===== config.mk =====
export PLATFORM = sky130hd
export DESIGN_NAME = alu_issue_unit_flat
export DESIGN_NICKNAME = d
export VERILOG_FILES = /design/src/rtl/alu_issue_if.sv /design/src/rtl/alu_issue_unit.sv /design/src/flat_wrapper.sv
export SDC_FILE = /design/constraint.sdc
export NUM_CORES = 1
export LEC_CHECK = 0
export ABC_AREA = 0
export BUFFER_PORTS_ARGS = -buffer_cell sky130_fd_sc_hd__buf_2
export CAP_MARGIN = 20
export CELL_PAD_IN_SITES_DETAIL_PLACEMENT = 0
export CELL_PAD_IN_SITES_GLOBAL_PLACEMENT = 1
export CORE_MARGIN = 4
export CORE_UTILIZATION = 40
export CTS_CLUSTER_SIZE = 20
export DETAILED_ROUTE_END_ITERATION = 10
export HOLD_SLACK_MARGIN = 0.03
export PLACE_DENSITY_LB_ADDON = 0.1
export SYNTH_ARGS = -nofsm -noshare
export SYNTH_HDL_FRONTEND = slang
export SYNTH_SLANG_ARGS = --single-unit

===== constraint.sdc =====
create_clock -name clk -period 12.3 [get_ports clk]
set_input_delay 1.23 -clock clk [delete_from_list [all_inputs] [get_ports clk]]
set_output_delay 1.23 -clock clk [all_outputs]
set_load 0.01 [all_outputs]

===== src/rtl/alu_issue_if.sv =====
// Issue-side bundle for alu_issue_unit: instruction handshake,
// external ALU operands/result, retire status and debug read port.
interface alu_issue_if #(
  parameter int DATA_W = 16
);
  logic              in_valid;
  logic              in_ready;
  logic [2:0]        in_op;
  logic [2:0]        in_rd;
  logic [2:0]        in_rs;
  logic [2:0]        in_rt;
  logic              in_use_imm;
  logic [DATA_W-1:0] in_imm;
  logic [DATA_W-1:0] alu_a;
  logic [DATA_W-1:0] alu_b;
  logic [2:0]        alu_ctrl;
  logic [DATA_W-1:0] alu_result;
  logic              alu_zero;
  logic              done;
  logic [DATA_W-1:0] wb_data;
  logic              zero_flag;
  logic              busy;
  logic [2:0]        dbg_addr;
  logic [DATA_W-1:0] dbg_data;

  modport master (
    output in_valid, in_op, in_rd, in_rs, in_rt,
    output in_use_imm, in_imm,
    output alu_result, alu_zero, dbg_addr,
    input  in_ready, alu_a, alu_b, alu_ctrl,
    input  done, wb_data, zero_flag, busy, dbg_data
  );

  modport slave (
    input  in_valid, in_op, in_rd, in_rs, in_rt,
    input  in_use_imm, in_imm,
    input  alu_result, alu_zero, dbg_addr,
    output in_ready, alu_a, alu_b, alu_ctrl,
    output done, wb_data, zero_flag, busy, dbg_data
  );
endinterface


===== src/rtl/alu_issue_unit.sv =====
// Four-state issue unit: read operands, drive external ALU,
// capture result, write back to a small register file.
module alu_issue_unit #(
  parameter int DATA_W = 16,
  parameter int REG_N  = 8
) (
  input  logic        clk,
  input  logic        rst,
  alu_issue_if.slave  bus
);

  typedef enum logic [1:0] {
    S_IDLE,
    S_READ,
    S_EXEC,
    S_WB
  } state_t;

  state_t r_state;
  state_t w_next;

  logic [2:0]        r_op;
  logic [2:0]        r_rd;
  logic [2:0]        r_rs;
  logic [2:0]        r_rt;
  logic              r_use_imm;
  logic [DATA_W-1:0] r_imm;
  logic [DATA_W-1:0] r_rf [REG_N];
  logic [DATA_W-1:0] r_alu_a;
  logic [DATA_W-1:0] r_alu_b;
  logic [2:0]        r_ctrl;
  logic [DATA_W-1:0] r_res;
  logic              r_zero;
  logic [DATA_W-1:0] r_wb;
  logic              r_zf;
  logic              r_done;

  logic              w_acc;
  logic [DATA_W-1:0] w_rs_val;
  logic [DATA_W-1:0] w_rt_val;
  logic [DATA_W-1:0] w_dbg_val;

  assign w_acc = bus.in_valid && (r_state == S_IDLE);

  // r0 is hard-wired to zero on every read path
  assign w_rs_val  = (r_rs == 3'd0) ? '0 : r_rf[r_rs];
  assign w_rt_val  = (r_rt == 3'd0) ? '0 : r_rf[r_rt];
  assign w_dbg_val = (bus.dbg_addr == 3'd0) ? '0 : r_rf[bus.dbg_addr];

  always_ff @(posedge clk or posedge rst) begin
    if (rst) r_state <= S_IDLE;
    else     r_state <= w_next;
  end

  always_comb begin
    w_next = r_state;
    case (r_state)
      S_IDLE:  if (w_acc) w_next = S_READ;
      S_READ:  w_next = S_EXEC;
      S_EXEC:  w_next = S_WB;
      S_WB:    w_next = S_IDLE;
      default: w_next = S_IDLE;
    endcase
  end

  always_ff @(posedge clk or posedge rst) begin
    if (rst) begin
      r_op      <= '0;
      r_rd      <= '0;
      r_rs      <= '0;
      r_rt      <= '0;
      r_use_imm <= 1'b0;
      r_imm     <= '0;
      r_alu_a   <= '0;
      r_alu_b   <= '0;
      r_ctrl    <= '0;
      r_res     <= '0;
      r_zero    <= 1'b0;
      r_wb      <= '0;
      r_zf      <= 1'b0;
      r_done    <= 1'b0;
      for (int i = 0; i < REG_N; i++) r_rf[i] <= '0;
    end else begin
      r_done <= (r_state == S_WB);
      if (w_acc) begin
        r_op      <= bus.in_op;
        r_rd      <= bus.in_rd;
        r_rs      <= bus.in_rs;
        r_rt      <= bus.in_rt;
        r_use_imm <= bus.in_use_imm;
        r_imm     <= bus.in_imm;
      end
      if (r_state == S_READ) begin
        r_alu_a <= w_rs_val;
        r_alu_b <= r_use_imm ? r_imm : w_rt_val;
        r_ctrl  <= r_op;
      end
      if (r_state == S_EXEC) begin
        r_res  <= bus.alu_result;
        r_zero <= bus.alu_zero;
      end
      if (r_state == S_WB) begin
        if (r_rd != 3'd0) r_rf[r_rd] <= r_res;
        r_wb <= r_res;
        r_zf <= r_zero;
      end
    end
  end

  assign bus.in_ready  = (r_state == S_IDLE);
  assign bus.busy      = (r_state != S_IDLE);
  assign bus.alu_a     = r_alu_a;
  assign bus.alu_b     = r_alu_b;
  assign bus.alu_ctrl  = r_ctrl;
  assign bus.done      = r_done;
  assign bus.wb_data   = r_wb;
  assign bus.zero_flag = r_zf;
  assign bus.dbg_data  = w_dbg_val;

endmodule


===== src/flat_wrapper.sv =====
// flat-port wrapper written by rule: the top's interface ports become plain ports
module alu_issue_unit_flat 
#(
  parameter int DATA_W = 16,
  parameter int REG_N  = 8
)
  (clk, rst, bus_in_valid, bus_in_op, bus_in_rd, bus_in_rs, bus_in_rt, bus_in_use_imm, bus_in_imm, bus_alu_result, bus_alu_zero, bus_dbg_addr, bus_in_ready, bus_alu_a, bus_alu_b, bus_alu_ctrl, bus_done, bus_wb_data, bus_zero_flag, bus_busy, bus_dbg_data);
  alu_issue_if #(.DATA_W(DATA_W)) bus_i ();
  input  logic clk;
  input  logic rst;
  input wire logic [$bits(bus_i.in_valid)-1:0] bus_in_valid;
  input wire logic [$bits(bus_i.in_op)-1:0] bus_in_op;
  input wire logic [$bits(bus_i.in_rd)-1:0] bus_in_rd;
  input wire logic [$bits(bus_i.in_rs)-1:0] bus_in_rs;
  input wire logic [$bits(bus_i.in_rt)-1:0] bus_in_rt;
  input wire logic [$bits(bus_i.in_use_imm)-1:0] bus_in_use_imm;
  input wire logic [$bits(bus_i.in_imm)-1:0] bus_in_imm;
  input wire logic [$bits(bus_i.alu_result)-1:0] bus_alu_result;
  input wire logic [$bits(bus_i.alu_zero)-1:0] bus_alu_zero;
  input wire logic [$bits(bus_i.dbg_addr)-1:0] bus_dbg_addr;
  output wire logic [$bits(bus_i.in_ready)-1:0] bus_in_ready;
  output wire logic [$bits(bus_i.alu_a)-1:0] bus_alu_a;
  output wire logic [$bits(bus_i.alu_b)-1:0] bus_alu_b;
  output wire logic [$bits(bus_i.alu_ctrl)-1:0] bus_alu_ctrl;
  output wire logic [$bits(bus_i.done)-1:0] bus_done;
  output wire logic [$bits(bus_i.wb_data)-1:0] bus_wb_data;
  output wire logic [$bits(bus_i.zero_flag)-1:0] bus_zero_flag;
  output wire logic [$bits(bus_i.busy)-1:0] bus_busy;
  output wire logic [$bits(bus_i.dbg_data)-1:0] bus_dbg_data;
  assign bus_i.in_valid = bus_in_valid;
  assign bus_i.in_op = bus_in_op;
  assign bus_i.in_rd = bus_in_rd;
  assign bus_i.in_rs = bus_in_rs;
  assign bus_i.in_rt = bus_in_rt;
  assign bus_i.in_use_imm = bus_in_use_imm;
  assign bus_i.in_imm = bus_in_imm;
  assign bus_i.alu_result = bus_alu_result;
  assign bus_i.alu_zero = bus_alu_zero;
  assign bus_i.dbg_addr = bus_dbg_addr;
  assign bus_in_ready = bus_i.in_ready;
  assign bus_alu_a = bus_i.alu_a;
  assign bus_alu_b = bus_i.alu_b;
  assign bus_alu_ctrl = bus_i.alu_ctrl;
  assign bus_done = bus_i.done;
  assign bus_wb_data = bus_i.wb_data;
  assign bus_zero_flag = bus_i.zero_flag;
  assign bus_busy = bus_i.busy;
  assign bus_dbg_data = bus_i.dbg_data;
  alu_issue_unit #(.DATA_W(DATA_W), .REG_N(REG_N)) u_core (.clk(clk), .rst(rst), .bus(bus_i));
endmodule

**After elaboration in Yosys (flattened, before gate mapping)**

Cells that the tools add are included.

- Register bits: 229
- Bits in latches: 0
- Bits in writable memories: 0
- ROM bits: 0
- Bits of input ports: 52
- Output and inout port bits: 71
- Word-level logic and storage cells: 63
- Memories kept: 0

- Add/sub/neg operators: 0
- Multiply operators: 0
- Divide/modulo/power cells: 0
- Order comparisons: 5
- Equality and inequality tests: 4
- Shifts and indexed selects: 0
- Muxes and demuxes: 18
- Bitwise operators: 4
- Reduce and logical (&&, ||, !) cells: 9

Operators with widths:

| cell | count |
|---|---|
| $mux W16 | 11 |
| $bmux W16 S3 | 3 |
| $bwmux W128 | 1 |
| $demux W16 S3 | 1 |
| $ge A4 B4 Y1 const B | 4 |
| $not A3 Y4 | 4 |
| $logic_not A3 Y1 | 3 |
| $pmux W2 S4 | 1 |
| $eq A2 B2 Y1 const B | 2 |
| $lt A4 B1 Y1 const B | 1 |
| $reduce_bool A3 Y1 | 1 |
| $eq A2 B1 Y1 const B | 1 |
| $logic_and A1 B1 Y1 | 2 |
| $logic_not A2 Y1 | 1 |
| $mux W2 | 1 |
| $ne A2 B1 Y1 const B | 1 |
| $reduce_and A2 Y1 | 1 |
| $reduce_bool A2 Y1 | 1 |

**Logic depth before layout (Yosys ltp)**

Gate-level depths: netlist (run 1).

- Word-level depth: 6
- Mapped depth: 7

**Least setup slack after synthesis (run 1)**

OpenSTA, ideal clock, no wires.

- Path type: input to output
- From: input bus_dbg_addr[1]
- To: output bus_dbg_data[0]
- Data arrival time: 2329 ps
- Required time: 11070 ps
- Slack: 8741 ps
- Stages on the path: 6
- Path buffers: 3
- Path through: clkbuf_1 -> nor2b_1 -> clkbuf_1 -> buf_2 -> a22oi_1 -> o21ai_0

- Longest elaborated chain between the ends: 5
- Elaborated cells between the ends (all ways): 6

Ends and longest elaborated chain:

| what | RTL line | RTL |
|---|---|---|
| start: declaration | flat_wrapper.sv:20 | `input wire logic [$bits(bus_i.dbg_addr)-1:0] bus_dbg_addr;` |
| $not A3 Y4 (implied by the code) | alu_issue_unit.sv:48 | `assign w_dbg_val = (bus.dbg_addr == 3'd0) ? '0 : r_rf[bus.dbg_addr];` |
| $bmux W16 S3 | alu_issue_unit.sv:48 |  |
| $mux W16 (implied by the code) (2 in series) | alu_issue_unit.sv:48 |  |
| $mux W16 * | alu_issue_unit.sv:48 |  |
| end: declaration | flat_wrapper.sv:29 | `output wire logic [$bits(bus_i.dbg_data)-1:0] bus_dbg_data;` |

Mark *: on every way between the ends. The rest lies on a longest branch, timed or not. The select of a mux whose other input is x is not followed.

**Worst setup path after layout (run 1)**

- From: input bus_dbg_addr[1]
- To: output bus_dbg_data[4]

The elaborated chain is that of the path after synthesis.

==> impl_metrics.py, run 1 <==
metrics = {
    "run_status": {
        "outcome": "finished clean",
    },
    "flow_run": {
        "cap_violations": 0,
    },
    "routing": {
        "antenna_violating_nets_post_route": 0,
        "drtPass1Iterations": 5,
        "finalWirelength_um": 31600,
        "drt-vias-per-instance": 5.90,
        "detail_route.wl_per_cell_um": 25.2,
        "vias": 7393,
        "drc_errors": 0,
        "drt_first_iter_violations": 456,
    },
    "sta": {
        "final.setup.tns_ns": 0,
        "report.final.slew_viol_count": 0,
        "final_period_minus_worst_setup_slack_ns": 4.37,
        "fin_crit_sh_pct": 35.5,
        "total_of_endpoints_with_negative_setup_slack_in_the_final_report": 0,
        "max_slew.worst_pin.slew_ns": 1.23,
        "timing_hold_violations_final": 0,
        "slew-limit-headroom_pct": 15.5,
        "worst_hold_slack_ns": 0.489,
        "maximum_frequency_from_static_timing_analysis_mhz": 229,
        "rsz0062_at_grt": "no",
        "fin_worst_skew_ns": 0.0160,
    },
    "worst_setup_path": {
        "worstPathArrival_ns": 3.14,
        "worstPathRequired_ns": 11.07,
        "timing.critical_path.slowest_stage_cell": "nor2b_2",
        "critical-path-top-cell-by-count": "buf_2",
        "cp-end-kind": "output pin",
        "cp_startpoint_kind": "primary input",
        "crit_family": "buffers and inverters",
        "worst-path-buf-inv": 4,
        "critPathKind": "primary input to output pin",
        "crit_fanout": 33,
        "delay_of_the_slowest_critical_path_stage_ns": 0.65,
        "cp_cell_sequence": "buf_2, buf_4, nor2b_2, buf_6, a221oi_1, a21oi_1, buf_2",
        "worst-r2r-setup-slack_ns": 8.98,
    },
    "placed_design": {
        "place.gp.congestion": 0.781,
        "dp.cells": 1208,
        "dp_hpwl_um": 19300,
        "io_buffer_count": 122,
    },
    "finish": {
        "layout_cells_sized_above_1_pct": 50.1,
        "antenna_cells": 0,
        "area_growth_syn_to_layout_pct": 15.6,
        "finalNonFillerCells": 1253,
        "num-nets-final": 958,
    },
    "floorplan": {
        "die_outline_area_um2": 29800,
        "core_area_um2": 26400,
        "std_cell_rows": 59,
        "ios": 123,
        "die_w_um": 173,
        "die_y_um": 173,
        "start_util_pct": 41.1,
    },
    "cts": {
        "numCtsBuffers": 25,
        "count_of_clock_tree_sinks": 213,
        "insertion_delay_ns": 0.52,
        "hold_buf_count_cts": 0,
        "path_clk_slew_ns": 0.06,
        "tritoncts": "done",
        "cts-htree-levels": 1,
        "clock_tree.root_cell": "clkbuf_16",
        "clock_tree.buffer_depth": 3,
        "cts.repair.resized": 0,
        "post_cts_buffers": 0,
    },
    "power": {
        "vdd.ir_drop.worst_uv": 120,
        "p_leak_nw": 5.53,
        "totalPowerFinal_mw": 3.73,
        "power.density_cell_area_nw_per_um2": 298,
    },
    "global_route": {
        "grt_max_degree": 85,
        "groute.usage.overall_pct": 21.2,
        "grt_pass1_vias": 8040,
        "gr-total-overflow": 0,
        "first_pass_grt_wire_length_um": 49800,
        "grt_antenna_before_repair": 0,
    },
    "synth": {
        "synth_sequential_area_ratio_pct": 49.2,
        "syn-num-nets": 854,
        "synthDominantAreaCellType": "dfrtp_1",
        "synth.area.mux_share_pct": 33.1,
        "yosys.cell_types.count": 40,
        "postSynthRegisterBits": 213,
        "synth_area_um2": 10800,
        "synth-compound-area-share_pct": 10.2,
        "post_synth_main_area_contributors": "dfrtp_1, mux2_2, mux4_2, mux2i_1, a22oi_1",
        "synth_enable_flop_cells": 0,
        "postSynthCellCount": 797,
        "synth_simple_gate_area_share_pct": 2.61,
        "ys_async_sr_fraction_pct": 100,
        "yosys.area_share.adder_pct": 0.578,
        "area_fraction_of_the_dominant_cell_type_after_synthesis_pct": 49.2,
        "largest_family_of_logic_cells_by_synthesized_area": "multiplexers",
        "synth.yosys.warnings": 0,
        "avgSynthCellArea_um2": 13.6,
        "ys_dominant_reg_cell": "dfrtp_1",
        "synth_xor_area_share_pct": 0,
    },
    "min_path": {
        "timing.hold.worst.class": "flip-flop to flip-flop",
    },
}
==> stage by stage <==
step                      setup slack [ns]  cell area, µm²  utilization, %
after floorplan                       5.25           10800               -
after global placement                7.70           11700            44.3
after detailed placement              7.66           11700            44.3
after CTS                             7.65           12500            47.5
after global routing                  7.81           12500            47.5
final                                 7.93           12500            47.5
==> synthesized netlist by cell type, drive strengths merged (2+ instances only) <==
library cell,number
inv,18
o221ai,15
o21ai,11
buf,48
a21oi,24
mux2,239
a2111oi,7
o221a,3
clkbuf,17
nand2b,2
nor2,13
a221o,8
nor3,2
o22a,10
dfrtp,213
mux4,23
nor4bb,2
ha,5
mux2i,38
nor2b,10
nand2,15
clkinv,2
o21a,5
a211oi,7
a22o,5
a22oi,25
o2bb2ai,3
nand4b,3
a221oi,21
==> cell usage in the layout (no fill, tap or decap), types with 11 or more instances in the layout <==
| master | synthesis | routed |
|---|---|---|
| a21oi_1 | 24 | 24 |
| buf_4 | 8 | 19 |
| o221ai_1 | 15 | 15 |
| mux2_2 | 239 | 239 |
| dfrtp_1 | 213 | 211 |
| clkbuf_16 | 0 | 25 |
| mux4_2 | 23 | 23 |
| a22oi_1 | 25 | 25 |
| mux2i_1 | 38 | 38 |
| inv_1 | 18 | 17 |
| nor2_1 | 13 | 13 |
| clkbuf_8 | 0 | 11 |
| buf_2 | 28 | 122 |
| nand2_1 | 15 | 15 |
| a221oi_1 | 21 | 21 |
==> worst register-to-register path, stage by stage (launching register included) <==
cell,delay [ns]
dfrtp_2,0.33
buf_4,0.66
and2b_1,0.83
a221oi_1,0.21
a2111oi_0,1.00
a221o_1,0.23
==> cells by family (layout without fill, tap and decap cells) <==
group                      Yosys count  in the layout
muxes                              300            300
adders and majority gates            5              5
buffers and inverters               85            206
DFF                                213            213
and+or+nand+nor                     49             49
AOI/OAI and AO/OA                  145            145
==> path summary, 6_finish.rpt <==
kind | startpoint | to | cells after the start
worst min-delay path | u_core.bus.alu_b[1] | u_core.bus.alu_b[1] | 1
worst max-delay path | bus_dbg_addr[1] | bus_dbg_data[4] | 7
worst max register to register | u_core.r_rt[0] | u_core.bus.alu_b[3] | 5
worst min register to register | u_core.bus.alu_b[1] | u_core.bus.alu_b[1] | 1
max in group asynchronous | rst | u_core.r_rs[0] | 4
min in group asynchronous | rst | u_core.bus.alu_a[4] | 2
==> cell type report <==
class	count	area [µm²]
fill	2408	13800
tap	335	419
inverter	20	82.6
clock inverter	4	47.5
clock buffer	40	792
multi-input combinational	499	5080
sequential	213	5330
timing repair buffer	142	764
==> sequential cells by signal, indices dropped and copies added, names as in the netlist, 2 cells and up <==
signal	count
u_core.bus.alu_a	16
u_core.bus.alu_b	16
u_core.bus.alu_ctrl	3
u_core.bus.wb_data	16
u_core.r_imm	16
u_core.r_op	3
u_core.r_rd	3
u_core.r_res	16
u_core.r_rf	112
u_core.r_rs	3
u_core.r_rt	3
u_core.r_state	2
==> metal layers <==
layer | vias up | global-route usage, % | routed length (µm)
li1 | 3240 | - | -
met1 | 3835 | 29.5 | 14200
met2 | 252 | 34.0 | 14700
met3 | 66 | 4.13 | 1840
met4 | 0 | 5.82 | 898
met5 | - | 0 | 0
==> where the power goes <==
| group | total (mW) | internal [mW] | switching (mW) | leakage, nW |
|---|---|---|---|---|
| Clock | 0.742 | 0.457 | 0.285 | 0.414 |
| Sequential | 1.42 | 1.05 | 0.368 | 2.60 |
| Combinational | 1.57 | 0.815 | 0.756 | 2.52 |
| Total | 3.73 | 2.32 | 1.41 | 5.53 |
Note: power is estimated with default switching activity, not from simulation.
==> run 2, diff against run 1 <==
- ABC_AREA: 0 -> 1
- clock period: 12.3 -> 4.4 ns (I/O delays scaled with it)
==> run 2 against run 1 <==
Combinational power rose to 2.9 times the previous value. Synthesized area is 8.3% higher. Cell count is 63% higher. Clock power grew to 3.2 times the previous value. Register-to-register slack worse by 7.0 ns. Hold slack got worse by 0.41 ns. Via count up 45%. Cell area increased by 7.6%. Wire length grew 26%. First-iteration DRC count up 110%. Largest cell class unchanged. Largest power group unchanged.
==> impl_metrics.py, run 2 <==
metrics = {
    "cts": {
        "clock_tree.buffer_depth": 3,
        "tritoncts": "done",
        "numCtsBuffers": 27,
        "insertion_delay_ns": 0.55,
        "path_clk_slew_ns": 0.06,
        "cts-htree-levels": 1,
        "hold_buf_count_cts": 0,
        "clock_tree.root_cell": "clkbuf_16",
        "post_cts_buffers": 0,
        "cts.repair.resized": 0,
        "count_of_clock_tree_sinks": 229,
    },
    "finish": {
        "layout_cells_sized_above_1_pct": 13.9,
        "final.fill_count": 2965,
        "multi_input_area_um2": 4980,
        "largest_register_ff_count": 128,
        "seqCellArea_um2": 5730,
        "top_register": "u_core.r_rf",
        "design_area_um2": 13500,
        "num-nets-final": 1696,
        "layout_common_cells": "nand2_1, o21ai_0, dfrtp_1",
        "most_common_cell_after_layout_fill_and_taps_aside": "nand2_1",
        "antenna_cells": 0,
        "finalNonFillerCells": 2044,
        "finalCoreUtilization_pct": 46.7,
        "area_growth_syn_to_layout_pct": 14.9,
    },
    "global_route": {
        "first_pass_grt_wire_length_um": 60800,
        "grt_pass1_vias": 9816,
        "grt_antenna_before_repair": 0,
        "gr-total-overflow": 0,
        "groute.usage.overall_pct": 24.6,
        "grt_max_degree": 136,
    },
    "routing": {
        "detail_route.wl_per_cell_um": 19.5,
        "drt_first_iter_violations": 948,
        "antenna_violating_nets_post_route": 0,
        "drtPass1Iterations": 5,
        "drc_errors": 0,
        "drt-vias-per-instance": 5.24,
        "finalWirelength_um": 39900,
        "vias": 10700,
    },
    "sta": {
        "timing_hold_violations_final": 0,
        "total_of_endpoints_with_negative_setup_slack_in_the_final_report": 0,
        "maximum_frequency_from_static_timing_analysis_mhz": 332,
        "final.setup.tns_ns": 0,
        "fin_worst_skew_ns": 0.0221,
        "fin_crit_sh_pct": 68.5,
        "report.final.slew_viol_count": 0,
        "rsz0062_at_grt": "no",
        "max_slew.worst_pin.slew_ns": 1.01,
        "final_period_minus_worst_setup_slack_ns": 3.01,
        "final.setup.worst_slack_ns": 1.39,
        "worst_hold_slack_ns": 0.0761,
        "slew-limit-headroom_pct": 32.5,
    },
    "floorplan": {
        "die_outline_area_um2": 32100,
        "ios": 123,
        "die_w_um": 179,
        "die_y_um": 179,
        "std_cell_rows": 62,
        "core_area_um2": 28900,
        "start_util_pct": 40.7,
    },
    "placed_design": {
        "dp_hpwl_um": 25800,
        "pre_cts_ws_ns": 1.37,
        "io_buffer_count": 122,
        "place_area_um2": 12500,
        "dp.cells": 1992,
        "place.gp.congestion": 0.868,
    },
    "flow_run": {
        "cap_violations": 0,
    },
    "worst_setup_path": {
        "crit_family": "buffers and inverters",
        "regToRegEndpoint": "u_core.r_rf[21]",
        "critical_path.reg2reg.startpoint": "u_core.r_state[0]",
        "worst-path-buf-inv": 4,
        "cp_cell_sequence": "buf_2, inv_2, nor2_1, o21ai_0, inv_1, o21ai_0, buf_2",
        "worst-r2r-setup-slack_ns": 2.02,
        "worst_r2r_path_depth": 5,
        "cp_startpoint_kind": "primary input",
        "critPathKind": "primary input to output pin",
        "timing.critical_path.slowest_stage_cell": "inv_2",
        "cp-end-kind": "output pin",
        "crit_fanout": 50,
        "delay_of_the_slowest_critical_path_stage_ns": 0.74,
        "worstPathRequired_ns": 3.96,
        "worstPathArrival_ns": 2.57,
    },
    "synth": {
        "postSynthCellCount": 1577,
        "area_fraction_of_the_dominant_cell_type_after_synthesis_pct": 48.8,
        "postSynthRegisterBits": 229,
        "ys_dominant_reg_cell": "dfrtp_1",
        "avgSynthCellArea_um2": 7.44,
        "synth_commonest_cells": "nand2_1, o21ai_0, dfrtp_1",
        "synth_sequential_area_ratio_pct": 48.8,
        "synth_enable_flop_cells": 0,
        "synth_area_um2": 11700,
        "synth.yosys.warnings": 0,
        "syn-num-nets": 1634,
        "post_synth_main_area_contributors": "dfrtp_1, nand2_1, o21ai_0, nor2_1, inv_1",
        "post-synth-top-count-cell": "nand2_1",
        "synthDominantAreaCellType": "dfrtp_1",
        "ys_async_sr_fraction_pct": 100,
        "yosys.cell_types.count": 23,
    },
    "power": {
        "p_leak_nw": 6.63,
        "power.density_cell_area_nw_per_um2": 790,
        "totalPowerFinal_mw": 10.6,
        "vdd.ir_drop.worst_uv": 391,
    },
    "run_status": {
        "outcome": "finished clean",
    },
    "min_path": {
        "timing.hold.worst.class": "primary input to async pin",
    },
}
run 2: cell count changes after synthesis, sizes merged, moves of 81 or more:
cell   before  now
inv        18  137
nand2      15  472
mux2      239   20
nand3       0   81
o21ai      11  270
nor2       13  142
run 2: cell type report:
cell class / instances / share of cell area, %
Tap cell: 384 / 3.56
Multi-Input combinational cell: 1100 / 37.0
Timing Repair Buffer: 144 / 5.98
Clock buffer: 35 / 5.68
Sequential cell: 229 / 42.5
Inverter: 137 / 3.84
Clock inverter: 15 / 1.44
run 2: worst max path at each step:
stage                          startpoint                   to  slack, ns  depth (start not counted)
final                     bus_dbg_addr[0]      bus_dbg_data[3]       1.39                          7
after global routing      bus_dbg_addr[1]      bus_dbg_data[2]       1.22                          8
after CTS                 bus_dbg_addr[1]      bus_dbg_data[3]       1.39                          4
after detailed placement  bus_dbg_addr[1]      bus_dbg_data[3]       1.37                          4
after global placement    bus_dbg_addr[1]      bus_dbg_data[3]       1.40                          4
after floorplan                       rst  u_core.bus.alu_a[0]       0.97                          1
run 2: worst min-delay path, cell delays in order:
cell and delay [ns]:
buf_2 0.11, clkinvlp_4 0.08, buf_12 0.47
run 2: power breakdown:
group | switching, mW | leakage, nW | internal, mW
Sequential | 0.718 | 2.90 | 3.00
Clock | 0.942 | 0.468 | 1.46
Combinational | 3.09 | 3.27 | 1.44
run 2: cell families (layout without fill, tap and decap cells):
kind of cell               Yosys count  after routing  share of synthesized area, %
and+or+nand+nor                    704            704                          23.8
muxes                               20             20                          1.92
AOI/OAI and AO/OA                  371            371                          16.1
adders and majority gates            5              5                         0.533
DFF                                229            229                          48.8
buffers and inverters              248            331                          8.77
run 2: layer usage:
| metal | part of all wire [%] | GRT usage (%) | wire length [µm] |
|---|---|---|---|
| met5 | 0 | 0 | 0 |
| met4 | 2.2 | 5.71 | 875 |
| met3 | 7.6 | 3.27 | 3010 |
| met2 | 42 | 36.4 | 16800 |
| met1 | 48 | 38.2 | 19200 |
==> run 3, diff against run 2 <==
- CORE_UTILIZATION: 40 -> 39
- clock period: 4.4 -> 2.43 ns (I/O delays scaled with it)
==> run 3 against run 2 <==
Cell count grew 3.9%. Flip-flop and latch count unchanged. Critical path depth unchanged. Utilization grew 0.98 points. Non-clock buffer count up 76. Register-to-register slack worse by 1.3 ns. Wire length is 5.9% higher. Power rose by 81%. Global-route usage rose by 0.61 points. First-iteration DRC count up 20%. Clock skew down 0.011 ns. Sequential power up 85%. Highest routed layer is now met5.
==> impl_metrics.py, run 3 (synthesized netlist as in run 2, its figures left out) <==
metrics = {
    "run_status": {
        "outcome": "finished clean",
    },
    "worst_setup_path": {
        "worst_setup_path_startpoint": "u_core.r_rf[105]",
        "cp_startpoint_kind": "flip-flop",
        "worstPathRequired_ns": 2.19,
        "critPathKind": "flip-flop to output pin",
        "crit_fanout": 3,
        "critical_path.reg2reg.startpoint": "u_core.r_rs[0]",
        "cp-end-kind": "output pin",
        "worstPathArrival_ns": 1.98,
    },
    "routing": {
        "detail_route.wl_per_cell_um": 19.9,
        "drtPass1Iterations": 6,
        "drt_first_iter_violations": 1135,
        "drt-vias-per-instance": 5.20,
        "vias": 11100,
        "antenna_violating_nets_post_route": 0,
        "drc_errors": 0,
        "finalWirelength_um": 42200,
    },
    "cts": {
        "tritoncts": "done",
        "hold_buf_count_cts": 48,
        "path_clk_slew_ns": 0.06,
        "count_of_clock_tree_sinks": 229,
        "cts.repair.resized": 0,
        "post_cts_buffers": 0,
        "cts-htree-levels": 1,
        "numCtsBuffers": 27,
        "clock_tree.root_cell": "clkbuf_16",
        "clock_tree.buffer_depth": 3,
        "insertion_delay_ns": 0.55,
    },
    "global_route": {
        "grt_antenna_before_repair": 2,
        "grt_max_degree": 83,
        "gr-total-overflow": 0,
        "first_pass_grt_wire_length_um": 65100,
        "grt_pass1_vias": 10500,
        "groute.usage.overall_pct": 25.2,
    },
    "placed_design": {
        "pre_cts_ws_ns": 0.466,
        "io_buffer_count": 122,
        "place.gp.congestion": 0.936,
        "place_area_um2": 12800,
        "dp_hpwl_um": 29300,
    },
    "sta": {
        "max_slew.worst_pin.slew_ns": 0.680,
        "slew-limit-headroom_pct": 54.7,
        "fin_crit_sh_pct": 91.4,
        "timing_hold_violations_final": 0,
        "final.setup.worst_slack_ns": 0.208,
        "rsz0062_at_grt": "no",
        "final_period_minus_worst_setup_slack_ns": 2.22,
        "maximum_frequency_from_static_timing_analysis_mhz": 450,
        "fin_worst_skew_ns": 0.0106,
        "report.final.slew_viol_count": 0,
        "total_of_endpoints_with_negative_setup_slack_in_the_final_report": 0,
    },
    "floorplan": {
        "die_outline_area_um2": 32900,
        "core_area_um2": 29600,
        "start_util_pct": 39.6,
        "die_w_um": 181,
        "std_cell_rows": 63,
        "die_y_um": 181,
        "ios": 123,
    },
    "finish": {
        "top_register": "u_core.r_rf",
        "layout_cells_sized_above_1_pct": 14.5,
        "layout_common_cells": "nand2_1, o21ai_0, dfrtp_1",
        "most_common_cell_after_layout_fill_and_taps_aside": "nand2_1",
        "largest_register_ff_count": 128,
        "num-nets-final": 1772,
        "area_growth_syn_to_layout_pct": 20.5,
        "antenna_cells": 0,
        "seqCellArea_um2": 5730,
        "design_area_um2": 14100,
        "final.fill_count": 3070,
        "multi_input_area_um2": 4970,
    },
    "power": {
        "p_leak_nw": 6.95,
        "power.density_cell_area_nw_per_um2": 1370,
        "vdd.ir_drop.worst_uv": 624,
    },
    "min_path": {
        "timing.hold.worst.class": "primary input to async pin",
    },
    "flow_run": {
        "cap_violations": 0,
    },
}
run 3: changes by cell type in the layout (fill, tap and decap cells not counted), sizes merged:
cell         previous run  this run
dlygate4sd3             0        48
buf                   143       172
bufinv                  4         0
clkbuf                 36        40
clkinv                  7         5
clkinvlp                4         3
run 3: per-layer routing:
metal	global-route usage (%)	share of wire, %	vias to the layer above
li1	-	-	5321
met1	39.7	48	5159
met2	34.7	40	518
met3	6.67	9.8	50
met4	5.25	2.0	2
met5	0	0.017	-
run 3: critical path, cell delays in order, from the launching register on:
cell	delay, ns
dfrtp_1	0.42
inv_1	0.11
a21oi_1	0.13
o21ai_0	0.08
o21ai_0	0.11
inv_1	0.06
o21ai_0	0.31
buf_2	0.21
run 3: cell type report:
class / count / share of cell area (%)
Sequential cell: 229 / 40.6
Multi-Input combinational cell: 1100 / 35.2
Timing Repair Buffer: 220 / 11.0
Clock buffer: 40 / 5.69
Inverter: 137 / 3.67
Tap cell: 390 / 3.45
Clock inverter: 8 / 0.451
run 3: stage by stage:
stage          hold WS, ns  power, mW  setup TNS (ns)  util, %  instances
2_1_floorplan        0.364       11.8         -184.80        -       1577
3_3_place_gp         0.261       15.1               0     43.1       2028
3_5_place_dp         0.266       15.1               0     43.1       2028
4_1_cts              0.221       19.3               0     47.7       2124
5_1_grt              0.263       20.8               0     47.7       2124
6_report             0.247       19.3               0     47.7       2124
run 3: final timing paths:
| path | endpoint | slack [ns] | cells past startpoint |
|---|---|---|---|
| max in group asynchronous | u_core.r_rf[61] | 1.30 | 5 |
| min | u_core.r_rf[106] | 0.25 | 3 |
| min in group clk | u_core.r_rf[121] | 0.37 | 0 |
| max reg2reg | u_core.bus.alu_a[8] | 0.71 | 6 |
| max | bus_dbg_data[9] | 0.21 | 7 |
| min reg2reg | u_core.r_rf[121] | 0.37 | 0 |
run 3: report_power, final:
group / internal (mW) / switching (mW)
clock: 2.29 / 1.69
sequential: 5.43 / 1.47
combinational: 2.79 / 5.62
total: 10.5 / 8.78
